## src/rtl/biu_arb_pkg.sv

```systemverilog
// Shared types and helpers for the BIU round-robin arbiter.
package biu_arb_pkg;

   typedef enum logic [1:0] {
      IDLE,
      ISSUE,
      WAIT
   } arb_state_t;

   // Round-robin successor of ptr, wrapping at num_req.
   function automatic int unsigned rr_next(input int unsigned ptr, input int unsigned num_req);
      return (ptr + 32'd1 >= num_req) ? 32'd0 : ptr + 32'd1;
   endfunction

endpackage

```

## src/rtl/biu_arbiter_rr_priority_select.sv

```systemverilog
// Combinational round-robin selector: first set request at or above ptr, with wrap.
module rr_priority_select
   import biu_arb_pkg::*;
#(
   parameter  int unsigned NUM_REQ = 4,
   localparam int unsigned IDX_W   = $clog2(NUM_REQ)
) (
   input  logic [NUM_REQ-1:0] req,
   input  logic [IDX_W-1:0]   ptr,
   output logic [NUM_REQ-1:0] sel,
   output logic [IDX_W-1:0]   sel_idx,
   output logic               any
);

   localparam int unsigned DBL_W = 2 * NUM_REQ;

   logic [DBL_W-1:0] dbl;
   logic [DBL_W-1:0] mask;
   logic [DBL_W-1:0] masked;
   logic             found;

   // Upper copy of the request vector supplies the wrapped-around candidates.
   assign dbl    = {req, req};
   assign mask   = ~((DBL_W'(1) << ptr) - DBL_W'(1));
   assign masked = dbl & mask;

   always_comb begin
      found   = 1'b0;
      sel_idx = '0;
      sel     = '0;
      any     = |req;
      for (int unsigned i = 0; i < DBL_W; i++) begin
         if (!found && masked[i]) begin
            found   = 1'b1;
            sel_idx = IDX_W'(i % NUM_REQ);
         end
      end
      if (any) sel[sel_idx] = 1'b1;
   end

endmodule

```

## src/rtl/biu_arbiter.sv

```systemverilog
// Round-robin arbiter sharing one BIU master port among NUM_REQ device-side requesters.
module biu_arbiter
   import biu_arb_pkg::*;
#(
   parameter int unsigned NUM_REQ    = 4,
   parameter int unsigned ADDR_WIDTH = 32,
   parameter int unsigned DATA_WIDTH = 32
) (
   input  logic                          clk,
   input  logic                          rst,
   input  logic [NUM_REQ*ADDR_WIDTH-1:0] req_address,
   input  logic [NUM_REQ*DATA_WIDTH-1:0] req_data_out,
   input  logic [NUM_REQ-1:0]            req_rnw,
   input  logic [NUM_REQ-1:0]            req_en,
   output logic [DATA_WIDTH-1:0]         req_data_in,
   output logic [NUM_REQ-1:0]            req_data_valid,
   output logic [NUM_REQ-1:0]            req_busy,
   output logic [NUM_REQ-1:0]            gnt,
   output logic [ADDR_WIDTH-1:0]         m_address,
   output logic [DATA_WIDTH-1:0]         m_data_out,
   output logic                          m_rnw,
   output logic                          m_en,
   input  logic [DATA_WIDTH-1:0]         m_data_in,
   input  logic                          m_data_valid,
   input  logic                          m_busy
);

   localparam int unsigned IDX_W = $clog2(NUM_REQ);

   arb_state_t             state;
   logic [IDX_W-1:0]       rr_ptr;
   logic [IDX_W-1:0]       gnt_idx;
   logic [NUM_REQ-1:0]     win_sel;
   logic [IDX_W-1:0]       win_idx;
   logic                   win_any;
   logic [ADDR_WIDTH-1:0]  win_addr;
   logic [DATA_WIDTH-1:0]  win_wdata;
   logic                   win_rnw;

   rr_priority_select #(.NUM_REQ(NUM_REQ)) u_sel (
      .req     (req_en),
      .ptr     (rr_ptr),
      .sel     (win_sel),
      .sel_idx (win_idx),
      .any     (win_any)
   );

   // Winner's request fields, one-hot muxed from the flattened requester vectors.
   always_comb begin
      win_addr  = '0;
      win_wdata = '0;
      win_rnw   = 1'b1;
      for (int unsigned i = 0; i < NUM_REQ; i++) begin
         if (win_sel[i]) begin
            win_addr  = req_address[i*ADDR_WIDTH +: ADDR_WIDTH];
            win_wdata = req_data_out[i*DATA_WIDTH +: DATA_WIDTH];
            win_rnw   = req_rnw[i];
         end
      end
   end

   always_ff @(posedge clk) begin
      if (rst) begin
         state      <= IDLE;
         rr_ptr     <= '0;
         gnt        <= '0;
         gnt_idx    <= '0;
         m_en       <= 1'b0;
         m_address  <= '0;
         m_data_out <= '0;
         m_rnw      <= 1'b1;
      end else begin
         case (state)
            IDLE: begin
               if (win_any) begin
                  state      <= ISSUE;
                  gnt        <= win_sel;
                  gnt_idx    <= win_idx;
                  m_address  <= win_addr;
                  m_data_out <= win_wdata;
                  m_rnw      <= win_rnw;
                  m_en       <= 1'b1;
               end
            end
            ISSUE: begin
               if (!m_busy) begin
                  state <= WAIT;
                  m_en  <= 1'b0;
               end
            end
            WAIT: begin
               // Pointer moves only on completion so a stalled owner keeps its turn.
               if (m_data_valid) begin
                  state  <= IDLE;
                  gnt    <= '0;
                  rr_ptr <= IDX_W'(rr_next(32'(gnt_idx), NUM_REQ));
               end
            end
            default: state <= IDLE;
         endcase
      end
   end

   // Zero-cycle return path; valid outside WAIT is dropped.
   assign req_data_valid = (state == WAIT && m_data_valid) ? gnt : '0;
   assign req_data_in    = m_data_in;
   assign req_busy       = {NUM_REQ{state != IDLE}};

endmodule

```

## config.mk

```make
export PLATFORM = sky130hd
export DESIGN_NAME = biu_arbiter
export DESIGN_NICKNAME = d
export VERILOG_FILES = /design/src/rtl/biu_arb_pkg.sv /design/src/rtl/biu_arbiter_rr_priority_select.sv /design/src/rtl/biu_arbiter.sv
export SDC_FILE = /design/constraint.sdc
export NUM_CORES = 1
export LEC_CHECK = 0
export CAP_MARGIN = 40
export CORE_AREA = 4 4 157 159
export CTS_CLUSTER_DIAMETER = 150
export DETAILED_ROUTE_END_ITERATION = 6
export DIE_AREA = 0 0 161 163
export GPL_ROUTABILITY_DRIVEN = 0
export PLACE_DENSITY_LB_ADDON = 0.05
export SLEW_MARGIN = 5
export SYNTH_ARGS = -nofsm -noshare
export SYNTH_HDL_FRONTEND = slang
export SYNTH_SLANG_ARGS = --single-unit
```

## constraint.sdc

```tcl
create_clock -name clk -period 3.2 [get_ports clk]
set_input_delay 0.64 -clock clk [delete_from_list [all_inputs] [get_ports clk]]
set_output_delay 0.64 -clock clk [all_outputs]
set_load 0.02 [all_outputs]
```

* After elaboration in Yosys (flattened, before gate mapping)
Cells that the tools add are included.
** Word-level totals
- Bits in registers :: 76
- Output and inout bits :: 110
- Bits of input ports :: 300
** Cells by class
- Mux-type cells :: 41
- Shift-type cells :: 1
- $lt $le $gt $ge :: 3
- Bitwise operators :: 2
- Reduce and logical (&&, ||, !) cells :: 26
- Add/subtract/negate cells :: 2
- Eq/ne operators :: 5
** Operator list (count)
- 32-bit two-way mux :: 8
- 2-bit two-way mux :: 10
- 4-bit two-way mux :: 4
- 1-bit two-way mux :: 15
- 1-bit logical AND :: 9
- 3-bit AND reduction :: 3
- 8-bit AND :: 1
- 8-bit NOT :: 1
- 4-bit one-hot mux with 2 select lines :: 1
- 1-bit by 2-bit left shift with 8-bit output (first input constant) :: 1
- 8-bit by 2-bit subtractor with 8-bit output (second input constant) :: 1
- 1-bit zero test :: 7
- 2-bit one-hot mux with 3 select lines :: 1
- 2-bit nonzero test :: 3
- 2-bit inequality test (second input constant) :: 2
- 2-bit AND reduction :: 2
- 4-bit OR reduction :: 1
- 2-bit by 1-bit adder with 3-bit output (second input constant) :: 1
- 3-bit >= comparator (second input constant) :: 1
- 2-bit by 3-bit less-than comparator with 1-bit output (second input constant) :: 1
- 1-bit demux with 2-bit select :: 1
- 2-bit by 1-bit equality test with 1-bit output (second input constant) :: 1
- 2-bit equality test (second input constant) :: 1
- 2-bit by 1-bit >= comparator with 1-bit output (second input constant) :: 1
- 3 further kinds :: 3

* Longest topological paths before layout
- Depth after elaboration :: 35
- Gate-level depth with buffers :: 8
- Depth with buffers taken out :: 7

* Modules after synthesis
A second synthesis with hierarchy kept.
** Unflattened totals
- Cells, all modules :: 708
- Area total of the unflattened synthesis :: 5893.2 um2
** By module, submodules not included
- biu_arbiter :: sequential area each 1521.5 um2, cells each 686, times used 1, area each 5740.5 um2
- rr_priority_select :: sequential area each 0.0 um2, cells each 22, times used 1, area each 152.6 um2

* Worst setup path before layout
Ideal clock, no wire load.
- Path kind :: register to register
- From :: register rr_ptr[0]
- To :: register m_address[0]
- Buffers on the path :: 1
- Data required time :: 3.125 ns
- Arrival time :: 2.159 ns
- Setup slack :: 0.967 ns
- Clock period less this slack :: 2.233 ns
- Cell stages (with the launch flop) :: 9
- Cell sequence :: dfxtp_1 -> or2_2 -> ha_1 -> nand2_1 -> o2111ai_2 -> nor3_4 -> clkbuf_1 -> a22oi_1 -> o22ai_1
** Between the ends
- Word-level cells in the longest chain between the ends :: 35
- Elaborated cells on any way between the ends :: 42
- Those cells by class :: 1 x add/sub; 2 x order compare; 1 x shift; 21 x mux; 2 x bitwise; 15 x reduce/logical
** RTL lines
- start: declaration :: RTL line biu_arbiter.sv:31 : logic [IDX_W-1:0] rr_ptr;
- start signal: assignment :: RTL line biu_arbiter.sv:96 : rr_ptr <= IDX_W'(rr_next(32'(gnt_idx), NUM_REQ));
- 1-bit by 2-bit left shift with 8-bit output (*) :: RTL line biu_arbiter_rr_priority_select.sv:24 : assign mask = ~((DBL_W'(1) << ptr) - DBL_W'(1));
- 8-bit by 2-bit subtractor with 8-bit output (*) :: RTL line biu_arbiter_rr_priority_select.sv:24
- 8-bit NOT (*) :: RTL line biu_arbiter_rr_priority_select.sv:24
- 8-bit AND (*) :: RTL line biu_arbiter_rr_priority_select.sv:25 : assign masked = dbl & mask;
- 1-bit two-way mux :: RTL line biu_arbiter_rr_priority_select.sv:33 : if (!found && masked[i]) begin
- 1-bit zero test :: RTL line biu_arbiter_rr_priority_select.sv:33
- 1-bit logical AND :: RTL line biu_arbiter_rr_priority_select.sv:33
- 1-bit two-way mux :: RTL line biu_arbiter_rr_priority_select.sv:33
- (+17 left out)
- 2-bit two-way mux (*) :: RTL line biu_arbiter_rr_priority_select.sv:33
- 2-bit by 3-bit less-than comparator with 1-bit output (not written as such) / 2-bit by 1-bit >= comparator with 1-bit output (equally long branches) :: RTL line biu_arbiter_rr_priority_select.sv:38 : if (any) sel[sel_idx] = 1'b1;
- 1-bit logical AND (not written as such) :: RTL line biu_arbiter_rr_priority_select.sv:38
- 1-bit two-way mux (not written as such) :: RTL line biu_arbiter_rr_priority_select.sv:38
- 1-bit demux with 2-bit select (*)
- 4-bit two-way mux (*) :: RTL line biu_arbiter_rr_priority_select.sv:38
- 32-bit two-way mux (3 in a row) :: RTL line biu_arbiter.sv:54 : if (win_sel[i]) begin
- 32-bit two-way mux (*) :: RTL line biu_arbiter.sv:54
- end signal: assignment :: RTL line biu_arbiter.sv:79 : m_address <= win_addr;
- end: declaration :: RTL line biu_arbiter.sv:19 : output logic [ADDR_WIDTH-1:0] m_address,
Mark *: on every way between the ends. The rest lies on a longest branch, timed or not.
A chain may end at the register's enable or synchronous reset.

* Worst setup path in the final report
- From :: input m_data_valid
- To :: output req_data_valid[2]
** Between the ends
- Word-level cells in the longest chain between the ends :: 2
** RTL lines
- start: declaration :: RTL line biu_arbiter.sv:24 : input logic m_data_valid,
- 1-bit logical AND :: RTL line biu_arbiter.sv:105 : assign req_data_valid = (state == WAIT && m_data_valid) ? gnt : '0;
- 4-bit two-way mux :: RTL line biu_arbiter.sv:105
- end: declaration :: RTL line biu_arbiter.sv:16 : output logic [NUM_REQ-1:0] req_data_valid,
No other way between the ends.

==> metrics.cfg <==
[place]
portBuffers=345
placed_cells=1232
dpl.hpwl_um=19100

[clocking]
ctsResizeCount=0
cts_made_buffers=9
htree_num_levels=3
cts.sinks=76
root_buffer=clkbuf_16
cts_buffer_depth=2
clkLatencyLatePin_ns=0.35
path_clk_slew_ns=0.06
cts_setup_buffers=0
cts_tree=built
cts_hold_buf=0

[finish]
nets=1226
final_common_cell=clkdlybuf4s50_1
drive_above_1_share_pct=5.92
fillers=2406
stdcell_count=1249
final_cell_mix=clkdlybuf4s50_1 (344), a21oi_1 (137), dfxtp_1 (76), nor2_1 (59)
syn2layout_area_growth_pct=76.5

[synth]
synthesis.nets=954
yosysSeqAreaShare_pct=30.4
ys_seq_elements=76
postSynthAreaPerCell_sq_um=7.67
yosys.area.top_type=dfxtp_1
yosysUniqueCellTypes=42
synth.cell_area_sq_um=5000
synth_area_leaders=dfxtp_1 (30%), a21oi_1 (14%), a311oi_1 (7.5%)
synth-edff-count=0
netlist.area_leader.share_pct=30.4
ys.flop_type=dfxtp_1
async_flop_share_pct=0
syn_inst=652
yosysWarnings=0

[worst_hold_path]
hold_path_end=gnt_idx[0]$_SDFFE_PP0P_
min_path_type=reg -> reg
min_from=gnt_idx[0]$_SDFFE_PP0P_
min_path_cells=2

[global_route]
grt_pass1_vias=6642
grt_max_degree=48
antenna_found_initial=1
grt_usage_pct=19.1
grt_pass1_wl_um=39400
grt.overflow.total=0

[die]
start_util_pct=21.5
die_h_um=163
fp.coreArea_sq_um=23300
ios=410
die_area_sq_um=26200
die_x_um=161
placementRows=56

[route]
via_count=6356
wl_met1_um=11200
dr.pass1.iters=5
totalWireLength_um=26600
drcViolationCount=0
drt_iter0_markers=383
ant_nets=0
met3_length_um=2190
route.met2.wl_um=12700
top_layer=met4
via_per_inst=5.09
wire_per_inst_um=21.3

[timing]
rsz0062_at_grt=false
slew_headroom_pct=60.9
period_minus_slack_ns=2.80
worst_slew_pin_slew_ns=0.587
hold_viol=0
fin_worst_skew_ns=0.00586
finalSetupViolCount=0
period_share_pct=87.6
max_freq_ghz=0.357
hold_slack_ns=0.489
setup_tns_ns=0
finalMaxSlewViolations=0

[worst_setup_path]
crit_fanout=5
r2r_slack_ns=0.62
worstReg2RegEnd=m_data_out[22]$_SDFFE_PP0P_
reg2reg_from=rr_ptr[1]$_SDFFE_PP0P_
end_kind=primary output
worstSetupStartpointType=primary input
arrival_ns=2.16
r2r_cells=8
worst_ep_required_time_ns=2.56
timing_worst_setup_path_type=in -> out

[power]
p_clk_share_pct=27.5
comb_power_share_pct=39.9
p_int_mw=2.35
pwr_density_cell_nw_per_um2=404
leakagePower_nw=3.08
swShare_pct=34.1
ir_drop_mv=0.169
switchingPower_mw=1.22
seqPwrFrac_pct=32.5

[run_status]
status=finished, final reports clean

[run]
maxCapViolCount=0

[cell families after synthesis]
| kind of cell | synth area share, % |
|---|---|
| compound gates | 39.6 |
| fa+ha+maj | 0.501 |
| buf+inv | 12.0 |
| flops | 30.4 |
| simple gates | 17.5 |
[metrics by stage]
step	setup slack [ns]	utilization [%]	total power, mW	area, sq um
6_report	0.397	37.9	3.56	8820
5_1_grt	0.260	37.9	3.76	8820
4_1_cts	0.376	37.9	3.63	8820
3_5_place_dp	0.287	36.8	2.61	8550
3_3_place_gp	0.345	36.7	2.60	8530
2_1_floorplan	0.967	-	1.88	5000
[critical path, cell delays in order]
cell             delay [ns]
clkdlybuf4s50_1        0.48
nand2_1                0.07
nor2_1                 0.22
and2_1                 0.17
clkdlybuf4s50_1        0.60
[how the worst max path moves through the flow]
stage / from / end / slack, ns / depth (start not counted)
6_report: m_data_valid / req_data_valid[2] / 0.40 / 5
2_1_floorplan: rr_ptr[0]$_SDFFE_PP0P_ / m_address[0]$_SDFFE_PP0P_ / 0.97 / 8
5_1_grt: m_data_valid / req_data_valid[2] / 0.26 / 5
4_1_cts: m_data_valid / req_data_valid[2] / 0.38 / 5
3_3_place_gp: req_en[0] / gnt[2]$_SDFFE_PP0P_ / 0.35 / 7
3_5_place_dp: req_en[0] / gnt[2]$_SDFFE_PP0P_ / 0.29 / 7
[cell usage after synthesis (2+ instances only)]
| cell type | number |
|---|---|
| o21ai_0 | 4 |
| a31oi_1 | 2 |
| nor3_1 | 2 |
| a21oi_1 | 137 |
| nand2b_1 | 3 |
| clkbuf_1 | 53 |
| nand3_1 | 3 |
| buf_6 | 4 |
| a311oi_1 | 43 |
| and2_1 | 4 |
| nor3b_1 | 2 |
| nand2_1 | 10 |
| inv_1 | 3 |
| o221ai_1 | 22 |
| o22ai_1 | 43 |
| nor2_1 | 59 |
| nor3_4 | 2 |
| and3_1 | 42 |
| buf_2 | 16 |
| ha_1 | 2 |
| dfxtp_1 | 76 |
| nand3b_1 | 22 |
| buf_4 | 35 |
| a22oi_1 | 43 |
| or2_2 | 3 |
[state kept, by name, summed over array words and instances, names as in the netlist]
signal and cells:
gnt 4, gnt_idx 2, m_address 32, m_data_out 32, m_en 1, m_rnw 1, rr_ptr 2, state 2
[cell type report]
cell class | count | area, sq um | share of cell area [%]
Tap cell | 319 | 399 | 4.52
Antenna cell | 1 | 2.50 | 0.0284
Sequential cell | 76 | 1520 | 17.2
Clock buffer | 10 | 229 | 2.60
Clock inverter | 6 | 41.3 | 0.468
Inverter | 3 | 11.3 | 0.128
Timing Repair Buffer | 369 | 3700 | 42.0
Multi-Input combinational cell | 465 | 2920 | 33.0
[power by group through the flow]
| stage | logic, mW | clock network, mW | registers (mW) |
|---|---|---|---|
| 5_1_grt | 1.52 | 1.06 | 1.17 |
| 2_1_floorplan | 0.560 | 0 | 1.32 |
| 3_5_place_dp | 1.43 | 0 | 1.18 |
| 6_report | 1.42 | 0.982 | 1.16 |
| 4_1_cts | 1.44 | 1.03 | 1.16 |
| 3_3_place_gp | 1.43 | 0 | 1.17 |
[metal layers]
layer  global-route usage [%]  up-vias
met5                        0        -
met4                     6.82        0
met3                     5.69       41
met2                     32.3      314
met1                     23.0     2975
li1                         -     3026
(Power assumes the default switching activity.)
==> RTL change 1: new RTL, same settings <==
Make the reset (`rst`) asynchronous in one clocked block.
--- a/src/rtl/biu_arbiter.sv
+++ b/src/rtl/biu_arbiter.sv
@@ -60,5 +60,5 @@
    end
 
-   always_ff @(posedge clk) begin
+   always_ff @(posedge clk or posedge rst) begin
       if (rst) begin
          state      <= IDLE;
Behaviour: differs if rst is asserted again (counterexample within 4 cycles, from zero or initial values and one cycle with rst high); with rst held inactive, the same outputs for 4 cycles.
==> RTL change 1 against the original RTL <==
First-iteration DRC count is 20% higher. Critical path depth stayed put. Wire length is 11% higher. Worst setup slack worse by 0.12 ns. Area after synthesis is 22% higher. Final area is 13% higher. Sequential cell count stayed put.
Power is not compared: it rests on default switching activity, and its combinational part moved more than twofold at a synthesized area within 25%.
==> RTL change 1: results (changes against the original RTL) <==
For this run, the slowest stage of the critical path takes 0.61 ns. The count of routing violations after the opening detailed-route iteration came out at 461 (+20%). For this design, the slowest cell found on the critical path is clkdlybuf4s50_1. The count of TritonRoute iterations in the first routing pass was 6 (+1). For the largest net degree at the start of global routing, the log shows 77 (+60%).

The worst hold path class is flip-flop to flip-flop. Summed over all cells, the static leakage comes to 3.57 nW. Number of buffers created by CTS: 9 (unchanged). The number of port buffers came out at 345 (unchanged). For this run, the leading register cell type out of synthesis is dfrtp_1. The dominant combinational cell family by area after synthesis is compound AO/OA/AOI/OAI gates. The area fraction in compound gates after synthesis is 40.2% (+0.64 points). Fraction of registers with async set or reset after synthesis: 100% (+100 points).

The tools report the initial antenna violation count as 2 (+1). The total number of nets in the final design came out at 1225 (-0.082%). For hold timing, the worst endpoint is gnt_idx[1]$_DFFE_PP0P_. The run gives 21.0 mm (+9.9%) as the placed wire-length estimate after detailed placement. The internal portion of the total power is 0.00493 W. Across the VDD grid, the largest voltage drop is 0.430 mV. The number of cell instances on the worst register-to-register path was 8 (unchanged); the via count of the first global-routing pass was 7374 (+11%).

The endpoint identified for the worst register-to-register timing path is m_address[26]$_DFFE_PP0P_. The clock-pin slew on the worst setup and hold paths works out to 0.06 ns (about the same). By count the netlist is led by 92 x a221oi_1, 75 x dfrtp_1, 74 x nand2_1. Critical-path maximum fanout: 7 (+2). The worst slew margin relative to its limit was 51.8% (-9.1 points). The logs give 44.6 mm (+13%) for the global-route wire length before repair and 0 (unchanged) for the buffer count from post-CTS setup fixing. The logs give 0.34 ns for the clock insertion delay at the later pin of the skew report and 2.29 ns (+0.13 ns) for the arrival time at the worst endpoint.

The post-synthesis cell type count was 40 (-4.8%); the buffer levels on the longest clock path was 2 (unchanged). The worst-case hold slack is 0.485 ns (-0.00362 ns), and the layout cell share with drive strength beyond 1 is 10.6% (+4.6 points). After synthesis, the cell types taking the most area are dfrtp_1 31%, a221oi_1 13%, o221ai_1 9.5%. In the final layout, the registers with the most flip-flops are m_address (32), m_data_out (32), gnt (4).

The portion of netlist area occupied by mux cells is 0% (unchanged), and the area share of fa/ha/maj cells after synthesis is 0.410% (-0.091 points). The number of resized instances in the post-cts repair step was 0 (unchanged); the number of H-tree levels was 3 (unchanged). The number of instances on the worst hold path was 2 (unchanged). For the final clock skew, the log shows 0.00636 ns (+0.000502 ns). The tree is rooted in a clkbuf_16.

Hold path startpoint: gnt_idx[1]$_DFFE_PP0P_. The post-synthesis sequential area ratio was 31.2% (+0.72 points). The run finished with clean final reports. The slack of the worst reg-to-reg path was 0.38 ns (-0.24 ns). The run gives 964 (+1.0%) as the synthesized net count. The fraction of synthesized cell area in xor and xnor cells is 0% (unchanged).

The run gives 7135 (+12%) as the vias after detailed routing. The number of filler instances in the final layout is 2280 (-5.2%). The tools report the origin of the critical flop-to-flop path as rr_ptr[1]$_DFFE_PP0P_. The logs give 0 (unchanged) for the total number of yosys warnings and 29.6 mm (+11%) for the routed wire length.

The overall global routing resource usage came out at 21.5% (+2.5 points).
## RTL change 1: worst max-delay path by stage
stage          slack [ns]          from                        end  cells after the start
2_1_floorplan        0.62           rst         gnt[0]$_DFFE_PP0P_                      1
3_3_place_gp         0.26  m_data_valid          req_data_valid[3]                      5
3_5_place_dp         0.16     req_en[1]  m_address[26]$_DFFE_PP0P_                      7
4_1_cts              0.22  m_data_valid          req_data_valid[0]                      5
5_1_grt              0.15  m_data_valid          req_data_valid[3]                      5
6_report             0.27  m_data_valid          req_data_valid[0]                      5
## RTL change 1: worst max-delay path: cells and delay by family
family        cells  cell delay [ns]
buf+inv           3             1.13
simple gates      2             0.52
## RTL change 1: layout make-up
class                   count  area share (%)
multi-input cells         456            36.0
repair buffers            373            37.7
diodes                      2          0.0504
flip-flops and latches     76            19.1
clock inverters             6           0.403
well taps                 319            4.02
inverters                   7           0.277
clock buffers              10            2.40
## RTL change 1: power groups by stage
stage / clock [W] / sequential [W] / combinational [W]
floorplan: 0 / 0.00226 / 0.00397
global placement: 0 / 0.00184 / 0.00681
detailed placement: 0 / 0.00185 / 0.00694
CTS: 0.00103 / 0.00185 / 0.00696
global route: 0.00107 / 0.00192 / 0.00745
finish: 0.000993 / 0.00185 / 0.00688
## RTL change 1: layer usage
metal,global-route usage [%],up-vias,share of wire (%)
met5,0,-,0
met1,25.3,3474,40
li1,-,3265,-
met2,36.9,333,49
met4,9.15,0,2.9
met3,6.07,63,8.0
## RTL change 1: metrics by stage
stage / utilization [%] / area, µm² / instances / power (W) / setup slack, ns
2_1_floorplan: - / 6110 / 662 / 0.00623 / 0.623
3_3_place_gp: 41.5 / 9650 / 1231 / 0.00865 / 0.264
3_5_place_dp: 41.5 / 9650 / 1231 / 0.00879 / 0.161
4_1_cts: 42.7 / 9930 / 1247 / 0.00984 / 0.222
5_1_grt: 42.7 / 9940 / 1249 / 0.0104 / 0.151
6_report: 42.7 / 9940 / 1249 / 0.00973 / 0.272
## RTL change 1: kinds of logic (layout without fill, tap and decap cells)
| family | count (synthesis) | count (layout) |
|---|---|---|
| AND/OR/NAND/NOR | 171 | 171 |
| flip-flops | 76 | 76 |
| adder cells (fa/ha/maj) | 2 | 2 |
| AO/OA/AOI/OAI | 283 | 283 |
| other | 0 | 2 |
| buffers and inverters | 130 | 396 |
==> RTL change 2: new RTL, config.mk and constraints unchanged <==
Without the edit above. The parameter `DATA_WIDTH` goes from 32 to 16.
--- a/src/rtl/biu_arbiter.sv
+++ b/src/rtl/biu_arbiter.sv
@@ -5,5 +5,5 @@
    parameter int unsigned NUM_REQ    = 4,
    parameter int unsigned ADDR_WIDTH = 32,
-   parameter int unsigned DATA_WIDTH = 32
+   parameter int unsigned DATA_WIDTH = 16
 ) (
    input  logic                          clk,
Ports: changed (resized m_data_in, m_data_out, req_data_in and req_data_out); port bits go from 410 to 298. The function was not compared with the original's and may differ.
==> RTL change 2 against the original RTL <==
Wire length decreased by 24%. Clock skew rose by 0.0012 ns. Count of clock-buffer cells in the layout up 1. First-iteration DRC count down 43%. Worst setup slack worse by 0.036 ns. Final area fell by 13%. Power is 9.1% lower. Area after synthesis down 9.8%. Sequential cell count fell by 16. Die area unchanged. Core utilization decreased by 4.8 points. Critical endpoint is now req_data_valid[0]. Largest power group unchanged.
==> RTL change 2: results (changes against the original RTL) <==
Count of routing violations after the opening detailed-route iteration: 218 (-43%). The largest registers in the layout are m_address (32), m_data_out (16), gnt (4). The cell internal power dissipation is 0.00219 W (-6.8%). By count the netlist is led by 60 x dfxtp_1, 60 x inv_1, 49 x nand2_1. Slew at the pin closest to its max-slew limit: 0.464 ns (-0.123 ns). The final antenna diode count was 0 (-1). The end of the worst register-to-register path was m_address[13]$_SDFFE_PP0P_.

By area the synthesized netlist is led by dfxtp_1 27%, mux2i_1 7.8%, a211oi_1 7.2%. The detailed-route vias per instance was 4.67 (-8.3%); the post-synthesis cell type count was 50 (+19%). The combinational power is 0.00124 W (-13%), and the initial antenna violation count is 0 (-1). The total number of nets in the final design came out at 1037 (-15%). The logs give 4 (-1) for the count of TritonRoute iterations in the first routing pass and 0.158 mV (-6.8%) for the largest vdd supply drop. Final clock skew: 0.00709 ns (+0.00123 ns).

The run finished with clean final reports. The run gives 4.23% (-1.5 points) as the met3 capacity usage during global routing. The run gives 1123 (-8.8%) as the number of placed instances with taps included.

The met2 wirelength from detailed routing was 9.58 mm (-24%). The worst-case hold slack is 0.486 ns (-0.00258 ns). The overall global routing resource usage is 14.6% (-4.5 points). The average footprint of a synthesized cell was 7.61 µm² (-0.78%). Wire length on met3: 1.34 mm (-39%). The met2 demand-to-capacity share in global routing was 24.8% (-7.6 points); the slack of the worst reg-to-reg path was 0.76 ns (+0.14 ns). Number of filler instances in the final layout: 2473 (+2.8%).

The tools report the static leakage as 3.10 nW (+0.78%). For the global-route wire length before repair, the log shows 30.2 mm (-23%). The setup slack after placement was 0.325 ns (+0.0383 ns).

The sequential logic power was 0.000911 W (-21%); the mean routed wirelength per cell was 17.7 µm (-17%). For the largest net degree at the start of global routing, the log shows 63 (+31%). The logs give 5318 (-16%) for the vias after detailed routing and 7390 µm² (-14%) for the post-placement cell area. The post-synthesis sequential area ratio came out at 26.6% (-3.8 points). The number of port buffers is 265 (-23%), and the global-route track usage on met1 is 18.1% (-4.9 points). Synthesized net count: 815 (-15%).
RTL change 2: how the worst max path moves through the flow:
stage,end,slack [ns],depth (start not counted)
5_1_grt,req_data_valid[2],0.31,4
3_5_place_dp,m_address[31]$_SDFFE_PP0P_,0.33,7
2_1_floorplan,m_data_out[14]$_SDFFE_PP0P_,1.04,9
3_3_place_gp,m_address[7]$_SDFFE_PP0P_,0.20,6
4_1_cts,req_data_valid[0],0.34,4
6_report,req_data_valid[0],0.36,4
RTL change 2: final cells by class:
class | count | area (µm²) | area share, %
clock buffer | 11 | 243 | 3.15
clock inverter | 5 | 75.1 | 0.974
inverter | 61 | 229 | 2.97
multi-input combinational | 398 | 2680 | 34.7
sequential | 60 | 1200 | 15.6
tap | 319 | 399 | 5.18
timing repair buffer | 285 | 2890 | 37.4
RTL change 2: cell families after synthesis:
group           synth area share [%]
compound gates                  31.6
simple gates                    18.5
buf+inv                         14.5
fa+ha+maj                      0.555
flops                           26.6
mux                             8.27
